<file path="src/rtl/trace_pkg.sv">
// Shared definitions for the pipeline trace buffer: FSM encoding, entry width and field offsets.
// Entry layout, LSB first: trig flag, stamp, payloads, PCs, channel valids.
package trace_pkg;

   localparam logic [1:0] ST_IDLE  = 2'd0;
   localparam logic [1:0] ST_ARMED = 2'd1;
   localparam logic [1:0] ST_POST  = 2'd2;
   localparam logic [1:0] ST_DONE  = 2'd3;

   typedef enum logic [1:0] {
      IDLE  = ST_IDLE,
      ARMED = ST_ARMED,
      POST  = ST_POST,
      DONE  = ST_DONE
   } trace_state_e;

   localparam int OFF_TRIG  = 0;
   localparam int OFF_STAMP = 1;

   function automatic int entry_w(int num_ch, int pc_w, int data_w, int cnt_w);
      return num_ch * (1 + pc_w + data_w) + cnt_w + 1;
   endfunction

   function automatic int off_data(int cnt_w);
      return OFF_STAMP + cnt_w;
   endfunction

   function automatic int off_pc(int num_ch, int data_w, int cnt_w);
      return off_data(cnt_w) + num_ch * data_w;
   endfunction

   function automatic int off_chv(int num_ch, int pc_w, int data_w, int cnt_w);
      return off_pc(num_ch, data_w, cnt_w) + num_ch * pc_w;
   endfunction

endpackage

</file>
<file path="src/rtl/trace_capture_ram.sv">
// Trace storage: DEPTH x WIDTH, synchronous write, asynchronous read.
// No backpressure; the write lands at the clock edge, the read follows rd_addr combinationally.
module trace_ram #(
   parameter int DEPTH = 16,
   parameter int WIDTH = 8,
   localparam int AW = $clog2(DEPTH)
) (
   input  logic             clk,
   input  logic             wr_en,
   input  logic [AW-1:0]    wr_addr,
   input  logic [WIDTH-1:0] wr_dat,
   input  logic [AW-1:0]    rd_addr,
   output logic [WIDTH-1:0] rd_dat
);

   logic [WIDTH-1:0] mem [DEPTH];

   always_ff @(posedge clk) begin
      if (wr_en) mem[wr_addr] <= wr_dat;
   end

   assign rd_dat = mem[rd_addr];

endmodule

</file>
<file path="src/rtl/trace_capture.sv">
// Circular pipeline trace buffer with trigger + post window, drained oldest-first over valid/ready;
// entries store at the sampling edge, readout holds while rd_ready is low. TRACE_FILTER_EN: keep only cycles with a ch_valid bit.
module trace_capture
   import trace_pkg::*;
#(
   parameter int NUM_CH    = 2,
   parameter int PC_W      = 12,
   parameter int DATA_W    = 32,
   parameter int DEPTH     = 16,
   parameter int POST_TRIG = 4,
   parameter int CNT_W     = 32
) (
   input  logic                     clk,
   input  logic                     rst,
   input  logic [NUM_CH-1:0]        ch_valid,
   input  logic [NUM_CH*PC_W-1:0]   ch_pc,
   input  logic [NUM_CH*DATA_W-1:0] ch_data,
   input  logic                     arm,
   input  logic                     trig,
   input  logic                     rd_ready,
   output logic                     rd_valid,
   output logic [NUM_CH-1:0]        rd_ch_valid,
   output logic [NUM_CH*PC_W-1:0]   rd_pc,
   output logic [NUM_CH*DATA_W-1:0] rd_data,
   output logic [CNT_W-1:0]         rd_stamp,
   output logic                     rd_trig,
   output logic [CNT_W-1:0]         cycle_count,
   output logic [1:0]               state,
   output logic                     wrapped
);

   localparam int EW     = entry_w(NUM_CH, PC_W, DATA_W, CNT_W);
   localparam int AW     = $clog2(DEPTH);
   localparam int FW     = AW + 1;
   localparam int O_DATA = off_data(CNT_W);
   localparam int O_PC   = off_pc(NUM_CH, DATA_W, CNT_W);
   localparam int O_CHV  = off_chv(NUM_CH, PC_W, DATA_W, CNT_W);

   logic [1:0]       state_q;
   logic [AW-1:0]    wr_ptr_q, rd_ptr_q, wr_ptr_d;
   logic [FW-1:0]    fill_q, remaining_q, post_left_q, fill_d;
   logic             wrapped_q, wrapped_d;
   logic [CNT_W-1:0] cnt_q;
   logic             qual, wr_en, wr_trig, go_done, full;
   logic [EW-1:0]    wr_dat, rd_dat;

`ifdef TRACE_FILTER_EN
   assign qual = |ch_valid;
`else
   assign qual = 1'b1;
`endif

   always_comb begin
      wr_en   = 1'b0;
      wr_trig = 1'b0;
      go_done = 1'b0;
      case (state_q)
         ST_ARMED: begin
            // the trigger cycle is always recorded, qualified or not
            wr_en   = qual | trig;
            wr_trig = trig;
            go_done = trig && (POST_TRIG == 0);
         end
         ST_POST: begin
            wr_en   = qual;
            go_done = qual && (post_left_q == FW'(1));
         end
         default: ;
      endcase
   end

   assign full      = (fill_q == FW'(DEPTH));
   assign wr_ptr_d  = wr_ptr_q + AW'(1);
   assign fill_d    = full ? fill_q : fill_q + FW'(1);
   assign wrapped_d = wrapped_q | full;
   assign wr_dat    = {ch_valid, ch_pc, ch_data, cnt_q, wr_trig};

   always_ff @(posedge clk or posedge rst) begin
      if (rst) begin
         state_q     <= ST_IDLE;
         wr_ptr_q    <= '0;
         rd_ptr_q    <= '0;
         fill_q      <= '0;
         remaining_q <= '0;
         post_left_q <= '0;
         wrapped_q   <= 1'b0;
         cnt_q       <= '0;
      end else begin
         cnt_q <= cnt_q + CNT_W'(1);
         if (wr_en) begin
            wr_ptr_q  <= wr_ptr_d;
            fill_q    <= fill_d;
            wrapped_q <= wrapped_d;
         end
         if (go_done) begin
            // once wrapped, the next write slot holds the oldest entry
            state_q     <= ST_DONE;
            rd_ptr_q    <= wrapped_d ? wr_ptr_d : '0;
            remaining_q <= fill_d;
         end
         case (state_q)
            ST_IDLE: begin
               if (arm) begin
                  state_q   <= ST_ARMED;
                  wr_ptr_q  <= '0;
                  fill_q    <= '0;
                  wrapped_q <= 1'b0;
               end
            end
            ST_ARMED: begin
               if (trig && POST_TRIG != 0) begin
                  state_q     <= ST_POST;
                  post_left_q <= FW'(POST_TRIG);
               end
            end
            ST_POST: begin
               if (qual) post_left_q <= post_left_q - FW'(1);
            end
            default: begin
               if (remaining_q == '0) begin
                  state_q <= ST_IDLE;
               end else if (rd_ready) begin
                  rd_ptr_q    <= rd_ptr_q + AW'(1);
                  remaining_q <= remaining_q - FW'(1);
               end
            end
         endcase
      end
   end

   trace_ram #(
      .DEPTH (DEPTH),
      .WIDTH (EW)
   ) u_ram (
      .clk     (clk),
      .wr_en   (wr_en),
      .wr_addr (wr_ptr_q),
      .wr_dat  (wr_dat),
      .rd_addr (rd_ptr_q),
      .rd_dat  (rd_dat)
   );

   // readout fields are forced to zero whenever no entry is presented
   assign rd_valid    = (state_q == ST_DONE) && (remaining_q != '0);
   assign rd_trig     = rd_valid & rd_dat[OFF_TRIG];
   assign rd_stamp    = rd_valid ? rd_dat[OFF_STAMP +: CNT_W] : '0;
   assign rd_data     = rd_valid ? rd_dat[O_DATA +: NUM_CH*DATA_W] : '0;
   assign rd_pc       = rd_valid ? rd_dat[O_PC +: NUM_CH*PC_W] : '0;
   assign rd_ch_valid = rd_valid ? rd_dat[O_CHV +: NUM_CH] : '0;

   assign cycle_count = cnt_q;
   assign state       = state_q;
   assign wrapped     = wrapped_q;

endmodule
</file>
<file path="config.mk">
export PLATFORM = sky130hd
export DESIGN_NAME = trace_capture
export DESIGN_NICKNAME = d
export VERILOG_FILES = /design/src/rtl/trace_pkg.sv /design/src/rtl/trace_capture_ram.sv /design/src/rtl/trace_capture.sv
export SDC_FILE = /design/constraint.sdc
export NUM_CORES = 2
export LEC_CHECK = 0
export ABC_AREA = 1
export BUFFER_PORTS_ARGS = -buffer_cell sky130_fd_sc_hd__buf_2
export CAP_MARGIN = 20
export CORE_AREA = 8 8 388 390
export DETAILED_ROUTE_END_ITERATION = 10
export DIE_AREA = 0 0 396 398
export PLACE_DENSITY_LB_ADDON = 0.05
export SYNTH_ARGS = -nofsm -noshare
export SYNTH_HDL_FRONTEND = slang
export SYNTH_SLANG_ARGS = --single-unit
</file>
<file path="constraint.sdc">
create_clock -name clk -period 9.8 [get_ports clk]
set_input_delay 1.96 -clock clk [delete_from_list [all_inputs] [get_ports clk]]
set_output_delay 1.96 -clock clk [all_outputs]
set_load 0.005 [all_outputs]
</file>
=== Word-level counts from Yosys, hierarchy flattened ===
Memory sizes are Yosys's and may differ from the RTL's.
Index checks and enable logic that the tools add are counted.

* Add/subtract/negate cells: 6
* Eq/ne operators: 6
* Mux-type cells: 35
* Bitwise gates (word level): 2
* Reduce and logical (&&, ||, !) cells: 8

{| class="wikitable"
|+ Operators by type and width
! kind !! number
|-
| $mux W64 || 1
|-
| $mux W5 || 9
|-
| $add A32 B1 Y32 const B || 1
|-
| $mux W32 || 1
|-
| $mux W4 || 8
|-
| $mux W24 || 1
|-
| $mux W2 || 5
|-
| $pmux W5 S2 || 1
|-
| $sub A5 B1 Y5 const B || 2
|-
| $add A4 B1 Y4 const B || 2
|-
| $mux W1 || 8
|-
| $pmux W2 S3 || 1
|-
| $add A5 B1 Y5 const B || 1
|-
| $eq A5 B1 Y1 const B || 1
|-
| $eq A5 B5 Y1 const B || 1
|-
| $logic_not A5 Y1 || 1
|-
| $reduce_bool A5 Y1 || 1
|-
| $eq A2 B2 Y1 const B || 2
|-
| $reduce_or A3 Y1 || 1
|-
| $eq A2 B1 Y1 const B || 1
|-
| $logic_not A2 Y1 || 1
|-
| $ne A2 B2 Y1 const B || 1
|-
| $reduce_and A2 Y1 || 1
|-
| $reduce_bool A2 Y1 || 1
|-
| 4 further kinds || 4
|}

* Bits in registers: 58
* RAM bits: 1,968
* Bits of input ports: 95
* Output and inout port bits: 159
* Logic and storage cells: 66
* Memories: 1

{| class="wikitable"
|+ Memories
! name !! depth !! width !! rd ports !! clocked after memory_dff !! wr ports !! line !! source
|-
| u_ram.mem || 16 || 123 || 1 || 0 || 1 || trace_capture_ram.sv:16 || <nowiki>logic [WIDTH-1:0] mem [DEPTH];</nowiki>
|}

=== Depth between registers and ports, before layout ===
* Depth after elaboration: 7
* Mapped depth: 11
* Gate-level depth less buffers: 9

=== Cells and area by module ===
From an unflattened synthesis, not the netlist that was laid out.

* Cells, all modules: 8,652
* Area, all modules: 88,603.7 um2

{| class="wikitable"
|+ By module, submodules not included
! module !! instances !! cells an instance !! area an instance (um2) !! seq. area each (um2)
|-
| trace_ram || 1 || 7,943 || 84,238.3 || 59,096.7
|-
| trace_capture || 1 || 709 || 4,365.4 || 1,451.4
|}

=== Worst setup path after synthesis ===
No wires, ideal clock.

* Kind: register -> register
* Start point: register state_q[0], in the netlist state[0]
* End point: memory u_ram.mem[12][0] (netlist name) (enable)
* Setup time: 0.606 ns
* Arrival: 6.453 ns
* Required time: 9.194 ns
* Setup slack: 2.741 ns
* Stages on the path, launching flop included: 6
* Path buffers: 1
* Period minus slack after synthesis: 7.059 ns
* Path through: dfrtp_1 > inv_1 > ha_1 > clkbuf_1 > nand2_1 > nor2_1

* Word-level cells in the longest chain between the ends: 5
* Elaborated cells on any way between the ends: 6
* Classes of those cells: eq/ne (2); mux (3); reduce/logical (1)

{| class="wikitable"
|+ Ends and longest elaborated chain
! what !! line !! source
|-
| start, declared || trace_capture.sv:39 || <nowiki>logic [1:0] state_q;</nowiki>
|-
| start signal, assigned || trace_capture.sv:80 || <nowiki>state_q <= ST_IDLE;</nowiki>
|-
| start signal, assigned || trace_capture.sv:97 || <nowiki>state_q <= ST_DONE;</nowiki>
|-
| start signal, assigned || trace_capture.sv:104 || <nowiki>state_q <= ST_ARMED;</nowiki>
|-
| $eq A2 B2 Y1 / $eq A2 B1 Y1 (equally long branches) || trace_capture.sv:57 || <nowiki>case (state_q)</nowiki>
|-
| $reduce_or A2 Y1 (no source line) (*) || -- ||
|-
| $mux W1 (*) || trace_capture.sv:57 ||
|-
| $mux W1 (*) || trace_capture_ram.sv:19 || <nowiki>if (wr_en) mem[wr_addr] <= wr_dat;</nowiki>
|-
| $mux W1 (not written as such) (*) || trace_capture_ram.sv:19 ||
|-
| end, declared || trace_capture_ram.sv:16 ||
|}

Mark *: on every way between the ends. The rest lies on a longest branch, timed or not.

=== Worst setup path in the final report ===
* Start point: register rd_ptr_q[0]
* End point: output port rd_stamp[12]

* Word-level cells in the longest chain between the ends: 2

{| class="wikitable"
|+ Ends and longest elaborated chain
! what !! line !! source
|-
| start, declared || trace_capture.sv:40 || <nowiki>logic [AW-1:0] wr_ptr_q, rd_ptr_q, wr_ptr_d;</nowiki>
|-
| start signal, assigned || trace_capture.sv:98 || <nowiki>rd_ptr_q <= wrapped_d ? wr_ptr_d : '0;</nowiki>
|-
| start signal, assigned || trace_capture.sv:123 || <nowiki>rd_ptr_q <= rd_ptr_q + AW'(1);</nowiki>
|-
| $mem_v2 Z16 W123 || -- ||
|-
| $mux W32 || trace_capture.sv:146 || <nowiki>assign rd_stamp = rd_valid ? rd_dat[OFF_STAMP +: CNT_W] : '0;</nowiki>
|-
| end, declared || trace_capture.sv:25 || <nowiki>output logic [CNT_W-1:0] rd_stamp,</nowiki>
|}

No other way between the ends.

==> summary.txt <==
Final layout
  • Most common cell after layout, fill and taps aside: nand2_1
  • Filler cells: roughly 11000
  • Layout cells sized above 1: 7.32%
  • Commonest cells after routing, fill and taps aside: nand2_1 (3057), edfxtp_1 (1968), nand3_1 (1256)
  • # nets final: 8343
  • Layout area overhead: 10.0%
  • Multi-input logic area: slightly below 0.02 mm²
  • Cell Count, Final, Fillers Out: 10300
  • Register area: ~0.06 mm²

Logic synthesis
  • Mean Syn Cell Area: 10.6 µm²
  • Top-area cell type share of the netlist area: 68.7%
  • Seq cells post-synth: a little over 2000
  • YS warnings: 0
  • Mapped Cells: 8119
  • Synthesized net count: 8230
  • Synth top area cells: edfxtp_1 (69%), nand2_1 (13%), nand3_1 (7.3%), inv_1 (4.5%), dfrtp_1 (1.7%)
  • Unique cell type count in the Yosys netlist: 27
  • Cell taking the most area after synthesis: edfxtp_1
  • Sequential fraction of the synthesis area: between 70% and 80%
  • Mapped Area: approximately 0.086 mm²

Routing
  • WL per Instance: approximately 22 µm
  • Vias: 57500
  • Drt total wl: 225000 µm
  • First-pass DRT Iterations: 8
  • DR iter-0 viols: 5910
  • Vias/cell: 5.57
  • Post-route ant nets: 0
  • # DRC: 0

Clock network
  • Clk slew on worst S/H paths: 60 ps
  • CTS buffer count: 202
  • H-tree depth: 4
  • Clk sinks: 2026
  • CTS-repair resized insts: 0
  • # hold bufs at CTS: 0
  • CTS root buffer: clkbuf_16
  • Setup Buffers After CTS: 0
  • Clock tree buffer depth: 3
  • CTS tree: built
  • Clk_lat worst skew: 830 ps

Pwr
  • Reg power frac: 41.6%
  • Internal Power: 16800 µW
  • Sw Share: 36.5%
  • Clock power frac: 27.1%
  • Pwr per Cell Area: 280 mW/mm²
  • Switching pwr: 9670 µW
  • Peak supply drop: 0.000538 V
  • Comb pwr share: 31.3%
  • Leak pwr: 0.0397 µW

Setup path
  • Crit path max fanout: 238
  • CP Capture Type: output pin
  • Setup slack, reg-to-reg: 5640 ps
  • R2R depth: 7
  • Data arrival, critical path: 4790 ps
  • CP required: 7840 ps
  • Critical Path Start: rd_ptr_q[0]$_DFF_PP0_
  • Critical path type: flip-flop to output pin
  • R2R Path End: u_ram.mem[14][59]$_DFFE_PP_
  • FF-to-FF Start: state[0]$_DFF_PP0_
  • Startpoint Class: flip-flop

Global routing
  • Initial antenna violation count: 26
  • First-pass GRT wire length: 337000 µm
  • Vias in the first global route: 55500
  • Total Routing Usage GR: 27.9%
  • GRT Residual Overflow: 0
  • Largest net degree at the start of global routing: 239

Floorplan
  • Starting density of the core: 59.6%
  • Cell Rows: 140
  • Die area: roughly 0.16 mm²
  • Die X: 396 µm
  • IO Count: 254
  • Core ar.: 0.145 mm²
  • Vert. Die Dim: 398 µm

Timing
  • Min setup slack post-route: 3050 ps
  • Max Slew Vio Count: 0
  • Period Utilization, post-route: 68.9%
  • # setup viols final: 0
  • Worst slew pin tran: 1260 ps
  • Hold Violations, Final: 0
  • Fmax: 148 MHz
  • Slew headroom: 16.0%
  • Unrepaired setup endpoints after global routing: no
  • Final min period: 6750 ps
  • Final Skew: between 20 and 25 ps
  • Hold_ws: between 500 and 600 ps
  • Setup tns final: 0 ps

Placed design
  • GPL Wtd Cong: around 0.81
  • Pre-CTS setup slack: 4020 ps
  • Hpwl dp: 105000 µm
  • Placed cells: 9944
  • Port Buffers: ~250

Job
  • Maxcap violations: 0

Hold path
  • Worst hold start: post_left_q[2]$_DFFE_PP0P_
  • Hold WC Path Type: flip-flop to flip-flop
  • Min-Delay Path Depth: 2
  • Min-Delay Endpoint: post_left_q[2]$_DFFE_PP0P_

Outcome
  • Outcome: completed
## kinds of logic (layout without fill, tap and decap cells)
kind of cell | count (synthesis) | count (layout) | share of synthesized area, %
AO/OA/AOI/OAI | 163 | 163 | 0.964
XOR/XNOR | 29 | 29 | 0.295
adder cells (fa/ha/maj) | 16 | 16 | 0.233
buffers and inverters | 1472 | 1751 | 7.02
flip-flops | 2026 | 2026 | 70.3
other | 0 | 4 | 0
AND/OR/NAND/NOR | 4413 | 4413 | 21.1
## layer usage
layer / part of all wire (%) / track usage (%)
met2: 47 / 45.8
met5: 0.021 / 0
met1: 42 / 39.1
met4: 2.6 / 8.01
met3: 7.8 / 4.19
## cells in the mapped netlist
| cell type | instances |
|---|---|
| nand3b_1 | 6 |
| buf_1 | 53 |
| xor2_1 | 24 |
| a21oi_1 | 133 |
| nand2_1 | 3058 |
| buf_4 | 10 |
| or2_2 | 2 |
| buf_8 | 1 |
| inv_2 | 2 |
| dfrtp_1 | 58 |
| buf_2 | 221 |
| inv_4 | 1 |
| o22ai_1 | 1 |
| edfxtp_1 | 1968 |
| nand4_1 | 9 |
| ha_1 | 16 |
| inv_1 | 1042 |
| o21ai_0 | 23 |
| a31oi_1 | 2 |
| xnor2_1 | 5 |
| clkbuf_1 | 117 |
| buf_6 | 25 |
| nor3_1 | 9 |
| nand3_1 | 1256 |
| nor2_1 | 71 |
| o211ai_1 | 4 |
| and3_1 | 2 |
## flip-flops by register name, indices dropped and copies added (netlist names)
register     count
u_ram.mem     1968
cycle_count     32
fill_q           5
post_left_q      5
remaining_q      5
rd_ptr_q         4
wr_ptr_q         4
state            2
wrapped          1
## power by group through the flow
stage / sequential (µW) / clock, µW / combinational (µW)
after floorplan: 11200 / 0 / 5840
after global placement: 11200 / 0 / 8150
after detailed placement: 11200 / 0 / 8230
after CTS: 11000 / 7280 / 8270
after global routing: 11100 / 7600 / 9170
final: 11000 / 7190 / 8300
## final cells by class
cell class | instances | area share, %
Inverter | 1045 | 4.18
Multi-Input combinational cell | 4621 | 20.7
Sequential cell | 2026 | 64.0
Antenna cell | 4 | 0.0106
Clock buffer | 268 | 5.78
Tap cell | 1917 | 2.53
Timing Repair Buffer | 336 | 2.19
Clock inverter | 102 | 0.629
## worst max-delay path: stages (launching register included)
cell and delay [ps]:
dfrtp_4 750, inv_16 600, buf_4 920, nand2_1 100, nand2_1 100, nand2_1 50, nand3_1 100, nand3_1 90
a21oi_1 650, buf_2 240
## worst max-delay path by stage
| stage | end | slack (ps) | cells past startpoint |
|---|---|---|---|
| 6_report | rd_stamp[12] | 3050 | 9 |
| 4_1_cts | rd_stamp[12] | 3120 | 9 |
| 3_5_place_dp | rd_data[57] | 4020 | 9 |
| 3_3_place_gp | rd_data[46] | 4020 | 9 |
| 2_1_floorplan | u_ram.mem[12][0]$_DFFE_PP_ | 2740 | 5 |
| 5_1_grt | rd_data[48] | 2840 | 9 |
## per-stage QoR
stage	util (%)	power, µW	instance area (µm²)
floorplan	-	17000	86100
global placement	61.3	19300	88600
detailed placement	61.3	19400	88600
CTS	65.5	26600	94600
global route	65.5	27900	94700
finish	65.5	26500	94700
No activity file was read; power rests on OpenSTA's default activity.
